## src/rtl/bank_htu_victim_ctrl.sv

```systemverilog
// Victim selection and way valid/lock tracking for one 8-way bank hit-test-unit set.
// Drives the PLRU access vector from hits, accepted refills and grants.
module bank_htu_victim_ctrl (
  input  logic        clk_i,
  input  logic        rst_n_i,
  input  logic        hit_vld_i,
  input  logic [7:0]  hit_way_i,
  input  logic        alloc_req_i,
  output logic        alloc_gnt_o,
  output logic [7:0]  alloc_way_o,
  output logic        alloc_evict_o,
  input  logic        refill_vld_i,
  input  logic [2:0]  refill_way_i,
  input  logic        inval_vld_i,
  input  logic [2:0]  inval_way_i,
  output logic [7:0]  plru_access_o,
  input  logic [7:0]  plru_oldest_i,
  output logic [7:0]  way_valid_o,
  output logic [7:0]  way_lock_o,
  output logic        err_o,
  output logic [15:0] stall_cnt_o
);

  // state | meaning
  // IDLE  | waiting for an allocation request
  // PICK  | choosing a victim; stalls while every way is locked
  // GNT   | one-cycle grant of the registered victim
  typedef enum logic [1:0] {IDLE, PICK, GNT} state_t;

  state_t      state_q, state_d;
  logic [7:0]  valid_q, valid_d;
  logic [7:0]  lock_q, lock_d;
  logic [7:0]  victim_q, victim_d, victim_c;
  logic        err_q, err_d;
  logic [15:0] stall_q, stall_d;

  logic [7:0]  free_ways, unlocked, oldest_ok;
  logic [7:0]  refill_dec, inval_dec, hit_eff;
  logic        refill_ok, inval_ok, hit_onehot, gnt;

  assign gnt        = (state_q == GNT);
  assign unlocked   = ~lock_q;
  assign free_ways  = ~valid_q & unlocked;
  assign oldest_ok  = plru_oldest_i & unlocked;
  assign refill_dec = 8'd1 << refill_way_i;
  assign inval_dec  = 8'd1 << inval_way_i;
  assign refill_ok  = refill_vld_i & (|(refill_dec & lock_q));
  assign inval_ok   = inval_vld_i & (|(inval_dec & unlocked));
  assign hit_onehot = (hit_way_i != 8'd0) && ((hit_way_i & (hit_way_i - 8'd1)) == 8'd0);
  assign hit_eff    = (hit_vld_i && hit_onehot) ? (hit_way_i & valid_q) : 8'd0;

  // x & -x isolates the lowest set bit; plru_oldest_i is assumed one-hot
  always_comb begin
    victim_c = 8'd0;
    if (|free_ways)
      victim_c = free_ways & (~free_ways + 8'd1);
    else if (|oldest_ok)
      victim_c = oldest_ok;
    else
      victim_c = unlocked & (~unlocked + 8'd1);
  end

  always_comb begin
    state_d  = state_q;
    victim_d = victim_q;
    stall_d  = stall_q;
    case (state_q)
      IDLE: if (alloc_req_i) state_d = PICK;
      PICK: begin
        if (&lock_q) begin
          if (stall_q != 16'hFFFF) stall_d = stall_q + 16'd1;
        end else begin
          victim_d = victim_c;
          state_d  = GNT;
        end
      end
      GNT:     state_d = IDLE;
      default: state_d = IDLE;
    endcase
  end

  // Grant, then refill, then invalidate: later events win on the same way
  always_comb begin
    lock_d  = lock_q;
    valid_d = valid_q;
    if (gnt) begin
      lock_d  = lock_d | victim_q;
      valid_d = valid_d & ~victim_q;
    end
    if (refill_ok) begin
      lock_d  = lock_d & ~refill_dec;
      valid_d = valid_d | refill_dec;
    end
    if (inval_ok)
      valid_d = valid_d & ~inval_dec;
    err_d = err_q | (refill_vld_i & ~refill_ok) | (hit_vld_i & ~hit_onehot);
  end

  always_ff @(posedge clk_i or negedge rst_n_i) begin
    if (!rst_n_i) begin
      state_q  <= IDLE;
      valid_q  <= 8'd0;
      lock_q   <= 8'd0;
      victim_q <= 8'd0;
      err_q    <= 1'b0;
      stall_q  <= 16'd0;
    end else begin
      state_q  <= state_d;
      valid_q  <= valid_d;
      lock_q   <= lock_d;
      victim_q <= victim_d;
      err_q    <= err_d;
      stall_q  <= stall_d;
    end
  end

  assign alloc_gnt_o   = gnt;
  assign alloc_way_o   = gnt ? victim_q : 8'd0;
  assign alloc_evict_o = gnt & (|(victim_q & valid_q));
  assign plru_access_o = hit_eff | (refill_ok ? refill_dec : 8'd0) | alloc_way_o;
  assign way_valid_o   = valid_q;
  assign way_lock_o    = lock_q;
  assign err_o         = err_q;
  assign stall_cnt_o   = stall_q;

endmodule

```

## config.mk

```make
export PLATFORM = sky130hd
export DESIGN_NAME = bank_htu_victim_ctrl
export DESIGN_NICKNAME = d
export VERILOG_FILES = /design/src/rtl/bank_htu_victim_ctrl.sv
export SDC_FILE = /design/constraint.sdc
export NUM_CORES = 1
export LEC_CHECK = 0
export CORE_MARGIN = 2
export CORE_UTILIZATION = 40
export CTS_CLUSTER_SIZE = 10
export DETAILED_ROUTE_END_ITERATION = 10
export PLACE_DENSITY = 0.81
export SKIP_LAST_GASP = 1
export SLEW_MARGIN = 20
export SYNTH_ARGS = -nofsm -noshare
export SYNTH_HDL_FRONTEND = slang
export SYNTH_SLANG_ARGS = --single-unit
```

## constraint.sdc

```tcl
create_clock -name clk_i -period 3.4 [get_ports clk_i]
set_input_delay 0.51 -clock clk_i [delete_from_list [all_inputs] [get_ports clk_i]]
set_output_delay 0.51 -clock clk_i [all_outputs]
set_load 0.05 [all_outputs]
```

After elaboration in Yosys (flattened, before gate mapping)
Cells that the tools add are included.

word-level totals
  bits in writable memories = 0
  output and inout bits = 51
  flip-flop bits (word level) = 43
  memories = 0
  memory bits (read-only) = 0
  input bits = 28
  latch bits = 0
  word-level logic and storage cells = 77

operators by class
  shift operators = 2
  order comparisons = 0
  $add $sub $neg = 4
  bitwise operators = 33
  eq/ne operators = 5
  divide/modulo/power cells = 0
  $mul = 0
  reductions and logical operators = 14
  mux-type cells = 13

operator list
  kind                                                  number
  AND 8 bit                                             12
  two-way mux 8 bit                                     10
  inverter 8 bit                                        7
  OR reduction 8 bit                                    5
  OR 8 bit                                              4
  adder 16 x 1 -> 16 bit (second input constant)        1
  adder 8 x 1 -> 8 bit (second input constant)          2
  != test 16 bit (second input constant)                1
  left shift 1 x 3 -> 8 bit (first input constant)      2
  AND reduction 10 bit                                  1
  zero test 8 bit                                       1
  AND reduction 8 bit                                   1
  nonzero test 8 bit                                    1
  subtractor 8 x 1 -> 8 bit (second input constant)     1
  AND 1 bit                                             5
  two-way mux 2 bit                                     2
  != test 2 bit (second input constant)                 2
  one-hot mux 2 bit (2 select lines)                    1
  AND reduction 2 bit                                   2
  inverter 1 bit                                        3
  equality test 2 x 1 -> 1 bit (second input constant)  1
  equality test 2 bit (second input constant)           1
  logical AND 1 bit                                     2
  zero test 2 bit                                       1
  OR 1 bit                                              2

Logic depth before layout (Yosys ltp)
Gate-level depths: netlist of run 1.

  depth after elaboration = 8
  depth in mapped cells = 7
  mapped depth without buffers = 6

Least setup slack after synthesis of run 1
No wires, ideal clock.

  path kind = reg-to-output
  start = register state_q[0]
  end = output port plru_access_o[1]
  data required time = 2890 ps
  data arrival time = 2509 ps
  path buffers = 0
  path slack = 381 ps
  stages on the path, launching flop included = 6
  cells stage by stage = dfrtp_1 -> nor2_1 -> nand2_1 -> inv_1 -> nor2_1 -> o21ai_0

on the way
  cells in the longest elaborated chain, start to end = 3

RTL lines
  what                      line  RTL
  start: declaration        30    state_t state_q, state_d;
  start signal: assignment  108   state_q <= state_d;
  equality test 2 bit       41    assign gnt = (state_q == GNT);
  net alloc_gnt_o           9     output logic alloc_gnt_o,
  two-way mux 8 bit         118   assign alloc_way_o = gnt ? victim_q : 8'd0;
  net alloc_way_o[1]        10    output logic [7:0] alloc_way_o,
  OR 8 bit                  120   assign plru_access_o = hit_eff | (refill_ok ? refill_dec : 8'd0) | alloc_way_o;
  end: declaration          16    output logic [7:0] plru_access_o,

The timed path passes the listed nets, and every way through them passes these cells.

Worst setup path in the final report of run 1
  start = input port hit_way_i[2]
  end = output port plru_access_o[1]

on the way
  cells in the longest elaborated chain, start to end = 8
  elaborated cells between the ends (all ways) = 9
  classes of those cells = add/sub (1); mux (1); bitwise (3); reduce/logical (4)

RTL lines
  what                       line  RTL
  start: declaration         7     input logic [7:0] hit_way_i,
  subtractor 8 x 1 -> 8 bit  49    assign hit_onehot = (hit_way_i != 8'd0) && ((hit_way_i & (hit_way_i - 8'd1)) == 8'd0);
  AND 8 bit                  49
  zero test 8 bit            49
  logical AND 1 bit *        49
  logical AND 1 bit *        50    assign hit_eff = (hit_vld_i && hit_onehot) ? (hit_way_i & valid_q) : 8'd0;
  two-way mux 8 bit *        50
  OR 8 bit * (2 in series)   120

Mark *: on every way between the ends. The rest lies on a longest branch, timed or not.

==> run_results.csv, run 1 <==
group,metric,value,unit
status,outcome,"completed",
global_routing,grt.busiest_layer,"met2",
floorplanning,design.die.area,7220,µm²
finish,final_cell_area,3660,µm²
sta,fin_crit_sh,90.8,%
global_routing,antenna_found_initial,0,
setup_path,slowest_delay,0.50,ns
routing,wirelength,8420,µm
finish,seqCellArea,1080,µm²
placement,gp_congestion,0.907,
flow_run,maxCapViolations,0,
setup_path,crit_path_start_kind,"input port",
finish,n_antenna_cell,0,
setup_path,worstPathArrival,2.58,ns
finish,stdcell_count,450,
power_and_ir_drop,power_density,743,nW/µm²
sta,setup-tns-final,0,ns
setup_path,crit_type,"input port to primary output",
placement,dpl.cell_count,442,
placement,io_buffers,78,
global_routing,grt_max_degree,44,
global_routing,grt_pass1_wl,13600,µm
routing,wire_per_inst,18.7,µm
logic_synthesis,syn_area_per_cell,8.92,µm²
logic_synthesis,syn_nets,323,
routing,firstDrtPassIters,9,
logic_synthesis,synthMuxAreaShare,2.48,%
cts,insertion_delay,0.29,ns
floorplanning,fp.coreArea,6350,µm²
global_routing,met2_usage,35.5,%
routing,drc,0,
floorplanning,die_w,85.0,µm
sta,finalMaxSlewViolations,0,
logic_synthesis,synth_cell_types,54,
logic_synthesis,synth_simple_gate_area_share,26.8,%
cts,cts_sinks,43,
sta,hold_viol,0,
global_routing,track_usage,23.2,%
floorplanning,num_rows,29,
sta,finalCriticalPeriod,3.09,ns
sta,rsz0062_at_grt,"no",
global_routing,overflow,0,
cts,cts_tree,"built",
logic_synthesis,syn_inst,294,
finish,drive_gt1_share,8.85,%
routing,drtIter0Drc,433,
routing,ant_nets,0,
setup_path,slowest_stage,"nor4_2",
placement,hpwlAfterDp,6290,µm
logic_synthesis,synth_fa_ha_area_share,0.477,%
finish,fin_nets,401,
finish,multiInputGateArea,1440,µm²
logic_synthesis,synth_seq_cells,43,
routing,vias_per_cell,6.15,
cts,clk_pin_slew,0.08,ns
logic_synthesis,syn_area,2620,µm²
power_and_ir_drop,ir_drop,0.000705,V
logic_synthesis,synth_compound_area_share,20.1,%
finish,fillerInstances,539,
logic_synthesis,ys_seq_area_share,41.0,%
min_path,hold_path_class,"input port to asynchronous set/reset pin",
floorplanning,start_util,41.3,%
setup_path,required,2.89,ns
logic_synthesis,synthXorXnorAreaFrac,5.01,%
cts,cts_resized,0,
cts,holdBufCountCts,0,
finish,area_delta_synth_final,39.6,%
sta,slew_headroom,35.3,%
cts,cts_setup_buffers,0,
floorplanning,die_h,85.0,µm
routing,vias,2767,
sta,worstMarginPinSlew,0.970,ns
power_and_ir_drop,leakagePower,1.52,nW
sta,hold_slack,0.367,ns
floorplanning,io_pins,79,
global_routing,grtUsageMet3,3.40,%
sta,fmax,0.324,GHz
logic_synthesis,synth_top_family_by_area,"simple AND/OR/NAND/NOR gates",
logic_synthesis,synth_flop_cell,"dfrtp_1",
cts,cts_root_buf,"clkbuf_8",
cts,htreeDepth,2,
setup_path,crit_fanout,8,
power_and_ir_drop,p_total,0.00272,W
cts,numCtsBuffers,5,
global_routing,grt_use_met1,34.2,%
logic_synthesis,synth_edf_count,0,
setup_path,end_kind,"primary output",
logic_synthesis,async_flop_share,100,%
sta,worst_clock_skew,0.00668,ns
cts,clockBufferDepth,2,
sta,setup_violations,0,
placement,place_area,3540,µm²
global_routing,grt_pass1_vias,2646,
logic_synthesis,yosys_warnings,0,
setup_path,cp_cell_sequence,"clkdlybuf4s50_1, nor4_2, nand4b_1, nand4_1, o21ai_1, buf_4, o21ai_0, buf_12",
==> cell families after synthesis <==
kind of cell,after synthesis
compound gates,75
xor+xnor,15
fa+ha+maj,1
buf+inv,25
flops,43
mux,4
simple gates,131
==> cells in the mapped netlist (all sizes together), types with 2 or more instances <==
| library cell | instances | area (µm²) |
|---|---|---|
| o21a | 7 | 52.6 |
| o211ai | 9 | 67.6 |
| nand3 | 15 | 80.1 |
| a211oi | 4 | 30.0 |
| o31ai | 5 | 37.5 |
| inv | 16 | 60.1 |
| nand4b | 5 | 43.8 |
| and3 | 3 | 18.8 |
| mux2i | 2 | 20.0 |
| mux4 | 2 | 45.0 |
| o21ai | 8 | 43.8 |
| nor4 | 6 | 58.8 |
| a22o | 2 | 17.5 |
| a21oi | 17 | 85.1 |
| nor2b | 4 | 25.0 |
| nand2b | 5 | 31.3 |
| nor2 | 23 | 86.3 |
| a22oi | 3 | 22.5 |
| and4 | 4 | 35.0 |
| dfrtp | 43 | 1080 |
| xor2 | 8 | 70.1 |
| clkbuf | 3 | 11.3 |
| o311ai | 3 | 41.3 |
| nand4 | 8 | 50.1 |
| nand2 | 41 | 156 |
| a31oi | 3 | 18.8 |
| o22ai | 4 | 25.0 |
| buf | 6 | 35.0 |
| nor3 | 13 | 85.1 |
| xnor2 | 7 | 61.3 |
==> layout by cell type (no fill, tap or decap), drive strengths merged, types with 2 or more instances in the layout <==
| master | instances |
|---|---|
| clkbuf | 6 |
| a31oi | 3 |
| nand3 | 15 |
| o211ai | 9 |
| and4 | 4 |
| o21a | 7 |
| and3 | 3 |
| o22ai | 4 |
| dfrtp | 43 |
| o21ai | 8 |
| xnor2 | 7 |
| a22o | 2 |
| nor4 | 6 |
| mux4 | 2 |
| nor2b | 4 |
| nand2b | 5 |
| inv | 16 |
| clkdlybuf4s50 | 69 |
| mux2i | 2 |
| o311ai | 3 |
| nand4 | 8 |
| a22oi | 3 |
| a21oi | 17 |
| a211oi | 4 |
| o31ai | 5 |
| nor3 | 13 |
| buf | 11 |
| nand4b | 5 |
| xor2 | 8 |
| nor2 | 23 |
| nand2 | 41 |
==> report_power, final <==
part	switching, W	internal [W]
Clock	0.000169	0.000238
Sequential	0.000341	0.000649
Combinational	0.000828	0.000497
==> final cells by class <==
cell class                 count  share of cell area (%)
clock buffer                   6                    2.25
clock inverter                 2                   0.957
inverter                      16                    1.64
multi-input combinational    226                    39.4
sequential                    43                    29.4
tap                           77                    2.63
timing repair buffer          80                    23.8
==> routing by layer <==
metal  vias to the layer above  wire (µm)
li1                       1244          -
met1                      1329       3480
met2                       171       3920
met3                        23        831
met4                         0        187
met5                         -          0
==> worst max-delay path: cells and delay by family <==
family / cells / cell delay (ns)
compound gates: 2 / 0.40
simple gates: 3 / 0.84
buf+inv: 3 / 0.83
==> per-stage QoR <==
stage	util, %	setup slack [ns]
2_1_floorplan	-	0.381
6_report	57.7	0.314
4_1_cts	57.7	0.360
5_1_grt	57.7	0.219
3_3_place_gp	55.8	0.477
3_5_place_dp	55.8	0.371
==> flip-flops by register name, summed over array words and instances, names as in the netlist <==
name / flops
way_valid_o: 8
state_q: 2
stall_cnt_o: 16
victim_q: 8
way_lock_o: 8
err_o: 1
==> path summary, 6_finish.rpt <==
path / slack [ns] / cells past startpoint / end / from
min in group clk_i: 0.45 / 1 / state_q[0] / state_q[1]
max: 0.31 / 8 / plru_access_o[1] / hit_way_i[2]
min: 0.37 / 1 / stall_cnt_o[13] / rst_n_i
max in group asynchronous: 2.43 / 1 / way_lock_o[3] / rst_n_i
min reg2reg: 0.45 / 1 / state_q[0] / state_q[1]
max reg2reg: 1.30 / 6 / victim_q[5] / way_lock_o[2]
(Power assumes the default switching activity.)
==> run 2, diff against run 1 <==
CORE_UTILIZATION = 51   (was 40)
PLACE_DENSITY = 0.95   (was 0.81)
==> run 2 against run 1 <==
  * Non-clock buffer count unchanged
  * Register-to-register slack barely moved
  * Clock skew is 0.0061 ns higher
  * First-iteration DRC count down 13%
  * Hold slack worse by 0.19 ns
  * Final area is 1.1% lower
  * Flip-flop and latch count stayed put
  * Power is 3.4% lower
  * Critical endpoint is now plru_access_o[4]
  * Highest routed layer unchanged
==> run_results.csv, run 2 (synthesis results as in run 1) <==
group,metric,value,unit
sta,setup_violations,0,
setup_path,crit_path_start_kind,"input port",
cts,insertion_delay,0.30,ns
global_routing,overflow,0,
routing,drtIter0Drc,376,
finish,largest_register_ffs,16,
routing,firstDrtPassIters,6,
setup_path,required,2.89,ns
sta,rsz0062_at_grt,"no",
power_and_ir_drop,power.switching,0.00134,W
setup_path,crit_family,"buffers and inverters",
power_and_ir_drop,leakagePower,1.50,nW
sta,slew_headroom,55.3,%
cts,numCtsBuffers,5,
finish,fin_nets,401,
cts,cts_sinks,43,
sta,worstMarginPinSlew,0.667,ns
cts,clockBufferDepth,2,
floorplanning,fp.coreArea,5040,µm²
global_routing,track_usage,29.5,%
floorplanning,die_h,75.7,µm
cts,cts_tree,"built",
global_routing,grt_pass1_vias,2650,
finish,final_common_cell,"clkdlybuf4s50_1",
finish,drive_gt1_share,8.85,%
sta,finalMaxSlewViolations,0,
status,outcome,"completed",
sta,fin_crit_sh,91.9,%
placement,io_buffers,78,
routing,vias,2781,
setup_path,crit_fanout,5,
setup_path,end_kind,"primary output",
sta,fmax,0.320,GHz
placement,hpwlAfterDp,6000,µm
power_and_ir_drop,ir_drop,0.000772,V
setup_path,cp_cell_sequence,"clkdlybuf4s50_1, nor4_2, nand4b_1, nand4_1, o21ai_1, buf_4, o211ai_1, buf_12",
floorplanning,start_util,52.0,%
finish,n_antenna_cell,0,
setup_path,slowest_delay,0.49,ns
cts,holdBufCountCts,0,
routing,drc,0,
power_and_ir_drop,seqPwrFrac,37.3,%
cts,cts_setup_buffers,0,
routing,ant_nets,0,
power_and_ir_drop,p_int,0.00129,W
sta,setup-tns-final,0,ns
setup_path,worstPathArrival,2.61,ns
setup_path,slowest_stage,"nor4_2",
flow_run,maxCapViolations,0,
routing,vias_per_cell,6.28,
floorplanning,design.die.area,5730,µm²
floorplanning,io_pins,79,
power_and_ir_drop,switching_share,51.1,%
cts,htreeDepth,2,
setup_path,crit_type,"input port to primary output",
sta,worst_clock_skew,0.0128,ns
power_and_ir_drop,power_frac_comb,50.5,%
placement,gp_congestion,0.950,
sta,hold_viol,0,
finish,fillerInstances,350,
global_routing,grt_max_degree,44,
min_path,hold_path_class,"input port to asynchronous set/reset pin",
global_routing,antenna_found_initial,0,
setup_path,critPathBufInv,3,
floorplanning,num_rows,26,
floorplanning,die_w,75.7,µm
cts,cts_root_buf,"clkbuf_8",
cts,clk_pin_slew,0.08,ns
power_and_ir_drop,power_density,726,nW/µm²
routing,wire_per_inst,18.5,µm
routing,wirelength,8220,µm
sta,hold_slack,0.176,ns
sta,finalCriticalPeriod,3.12,ns
power_and_ir_drop,p_clk_share,12.3,%
global_routing,grt_pass1_wl,12800,µm
finish,area_delta_synth_final,38.1,%
finish,final_cell_mix,"clkdlybuf4s50_1 (69), dfrtp_1 (43), nand2_1 (40), nor2_1 (23), a21oi_1 (17)",
cts,cts_resized,0,
run 2: layer usage:
layer / track usage, % / routed length (µm) / vias up
li1: - / - / 1249
met1: 41.0 / 3380 / 1321
met2: 45.0 / 3830 / 180
met3: 7.67 / 813 / 31
met4: 10.1 / 192 / 0
met5: 0 / 0 / -
run 2: cell type report:
cell class              count  area [µm²]  area share (%)
multi-input cells         226        1440            39.8
well taps                  70        87.6            2.42
repair buffers             80         873            24.1
clock inverters             3        15.0           0.415
clock buffers               5        68.8            1.90
flip-flops and latches     43        1080            29.7
inverters                  16        60.1            1.66
run 2: path summary, 6_finish.rpt:
check	startpoint	endpoint	slack [ns]	depth (start not counted)
setup / recovery	hit_way_i[2]	plru_access_o[4]	0.28	8
hold / removal	rst_n_i	way_lock_o[3]	0.18	1
setup reg to reg	way_lock_o[0]	victim_q[3]	1.29	5
hold reg to reg	state_q[1]	state_q[0]	0.45	1
max in group asynchronous	rst_n_i	way_lock_o[5]	2.82	1
min in group clk_i	state_q[1]	state_q[0]	0.45	1
run 2: power by group through the flow:
stage	Clock, W	Sequential [W]	Combinational, W
final	0.000323	0.000981	0.00133
after global placement	0	0.000958	0.00128
after global routing	0.000340	0.000991	0.00140
after detailed placement	0	0.000963	0.00131
after floorplan	0	0.00113	0.000643
after CTS	0.000320	0.000953	0.00132
run 2: stage by stage:
stage	worst slack [ns]	cell area (µm²)	util (%)	power, W	instances
5_1_grt	0.134	3620	71.8	0.00273	443
3_5_place_dp	0.275	3540	70.1	0.00227	435
4_1_cts	0.272	3620	71.8	0.00259	443
6_report	0.276	3620	71.8	0.00263	443
2_1_floorplan	0.381	2620	-	0.00178	294
3_3_place_gp	0.404	3540	70.1	0.00224	435
==> run 3, diff against run 2 <==
CORE_ASPECT_RATIO = 1.25   (was unset)
CORE_UTILIZATION = 43   (was 51)
PLACE_DENSITY = 0.88   (was 0.95)
clock period = 2.85 ns   (was 3.4 ns; I/O delays follow)
==> run 3 against run 2 <==
  * Utilization fell by 9.1 points
  * Clock skew fell by 0.0050 ns
  * Critical path depth fell by 4
  * Power grew 20%
  * Sequential power up 15%
  * Final cell count increased by 3.2%
  * Global-route usage is 3.8 points lower
  * Register-to-register slack lost 0.62 ns
  * Final area up 1.4%
  * Combinational power up 22%
  * Sequential share of layout area shrank 0.40 points
  * Highest routed layer unchanged
==> run_results.csv, run 3 (synthesis results as in run 1) <==
group,metric,value,unit
flow_run,maxCapViolations,0,
sta,setup-tns-final,0,ns
floorplanning,num_rows,31,
min_path,hold_path_class,"input port to asynchronous set/reset pin",
finish,final_common_cell,"clkdlybuf4s50_1",
sta,setup_violations,0,
cts,htreeDepth,2,
cts,holdBufCountCts,0,
setup_path,reg2reg_from,"way_lock_o[0]",
routing,vias_per_cell,6.00,
cts,clockBufferDepth,2,
floorplanning,design.die.area,6750,µm²
power_and_ir_drop,ir_drop,0.000425,V
finish,stdcell_count,457,
routing,ant_nets,0,
cts,numCtsBuffers,5,
finish,fillerInstances,473,
floorplanning,start_util,44.8,%
cts,cts_tree,"built",
sta,worst_clock_skew,0.00775,ns
cts,cts_root_buf,"clkbuf_8",
finish,multiInputGateArea,1450,µm²
floorplanning,fp.coreArea,5860,µm²
setup_path,r2r_slack,0.67,ns
finish,area_delta_synth_final,40.0,%
cts,insertion_delay,0.30,ns
floorplanning,die_h,91.3,µm
cts,clk_pin_slew,0.08,ns
sta,slew_headroom,35.0,%
global_routing,overflow,0,
sta,fin_crit_sh,94.8,%
placement,dpl.cell_count,449,
sta,finalCriticalPeriod,2.70,ns
setup_path,ff2ff_path_depth,6,
global_routing,grt_max_degree,44,
setup_path,crit_type,"flip-flop to primary output",
power_and_ir_drop,leakagePower,1.54,nW
sta,rsz0062_at_grt,"no",
global_routing,grt_pass1_wl,13600,µm
routing,drtIter0Drc,253,
sta,fmax,0.370,GHz
placement,hpwlAfterDp,6140,µm
routing,drc,0,
power_and_ir_drop,power_density,857,nW/µm²
finish,final_cell_mix,"clkdlybuf4s50_1 (65), dfrtp_1 (43), nand2_1 (40), nor2_1 (22), a21oi_1 (17)",
placement,post-place-ws,-0.0378,ns
placement,gp_congestion,0.965,
routing,firstDrtPassIters,5,
finish,n_antenna_cell,0,
routing,wirelength,8150,µm
finish,seqCellArea,1080,µm²
sta,hold_viol,0,
sta,finalMaxSlewViolations,0,
placement,io_buffers,78,
routing,wire_per_inst,17.8,µm
setup_path,worstPathArrival,2.27,ns
floorplanning,die_w,73.9,µm
setup_path,required,2.42,ns
routing,vias,2744,
finish,drive_gt1_share,9.33,%
setup_path,crit_fanout,9,
global_routing,track_usage,25.8,%
status,outcome,"completed",
setup_path,crit_path_start_kind,"flip-flop",
finish,largest_register_ffs,16,
setup_path,r2r-end,"victim_q[3]",
sta,fin_ws,0.148,ns
global_routing,antenna_found_initial,0,
cts,cts_sinks,43,
cts,cts_setup_buffers,0,
setup_path,end_kind,"primary output",
floorplanning,io_pins,79,
sta,worstMarginPinSlew,0.975,ns
global_routing,grt_pass1_vias,2815,
finish,fin_nets,403,
run 3: final cells by class:
cell class,count,area share (%)
timing repair buffer,82,24.4
clock inverter,2,0.341
tap,82,2.79
clock buffer,6,1.98
multi-input combinational,226,39.6
sequential,43,29.3
inverter,16,1.64
run 3: worst max-delay path by stage:
stage                       startpoint               end  slack [ns]  depth (start not counted)
after global routing        state_q[0]    alloc_way_o[0]        0.07                          4
final                       state_q[0]    alloc_way_o[2]        0.15                          4
after detailed placement  hit_way_i[2]  plru_access_o[1]       -0.04                          8
after CTS                 hit_way_i[2]  plru_access_o[1]        0.05                          8
after floorplan           hit_way_i[2]  plru_access_o[1]        0.04                          5
after global placement    hit_way_i[2]  plru_access_o[1]        0.08                          8
run 3: worst max-delay path, cell delays in order, from the launching register on:
cell and delay, ns:
dfrtp_1 0.47, nor2_2 0.40, nand2_1 0.20, inv_1 0.11, clkdlybuf4s50_1 0.80
run 3: power breakdown:
part	leakage (nW)	total (W)	switching (W)	internal (W)
clock network	0.0412	0.000391	0.000220	0.000172
logic	0.948	0.00162	0.00101	0.000612
registers	0.555	0.00113	0.000359	0.000775
run 3: through the flow:
step / hold slack, ns / power [W] / instance area, µm² / utilization [%]
floorplan: 0.132 / 0.00212 / 2630 / -
global placement: 0.432 / 0.00270 / 3570 / 60.9
detailed placement: 0.451 / 0.00274 / 3570 / 60.9
CTS: 0.306 / 0.00313 / 3660 / 62.5
global route: 0.351 / 0.00331 / 3670 / 62.7
finish: 0.281 / 0.00315 / 3670 / 62.7
run 3: repair_timing:
item	4_1_cts	5_1_grt
hold endpoints to repair	0	0
pin swaps	0	3
setup endpoints to repair	6	8
gates resized for setup	1	5
run 3: metal layers:
metal / track usage (%) / share of wire [%] / wire length [µm]
met3: 5.55 / 7.7 / 627
met5: 0 / 0 / 0
met2: 44.0 / 52 / 4240
met4: 8.79 / 2.0 / 160
met1: 31.5 / 38 / 3130
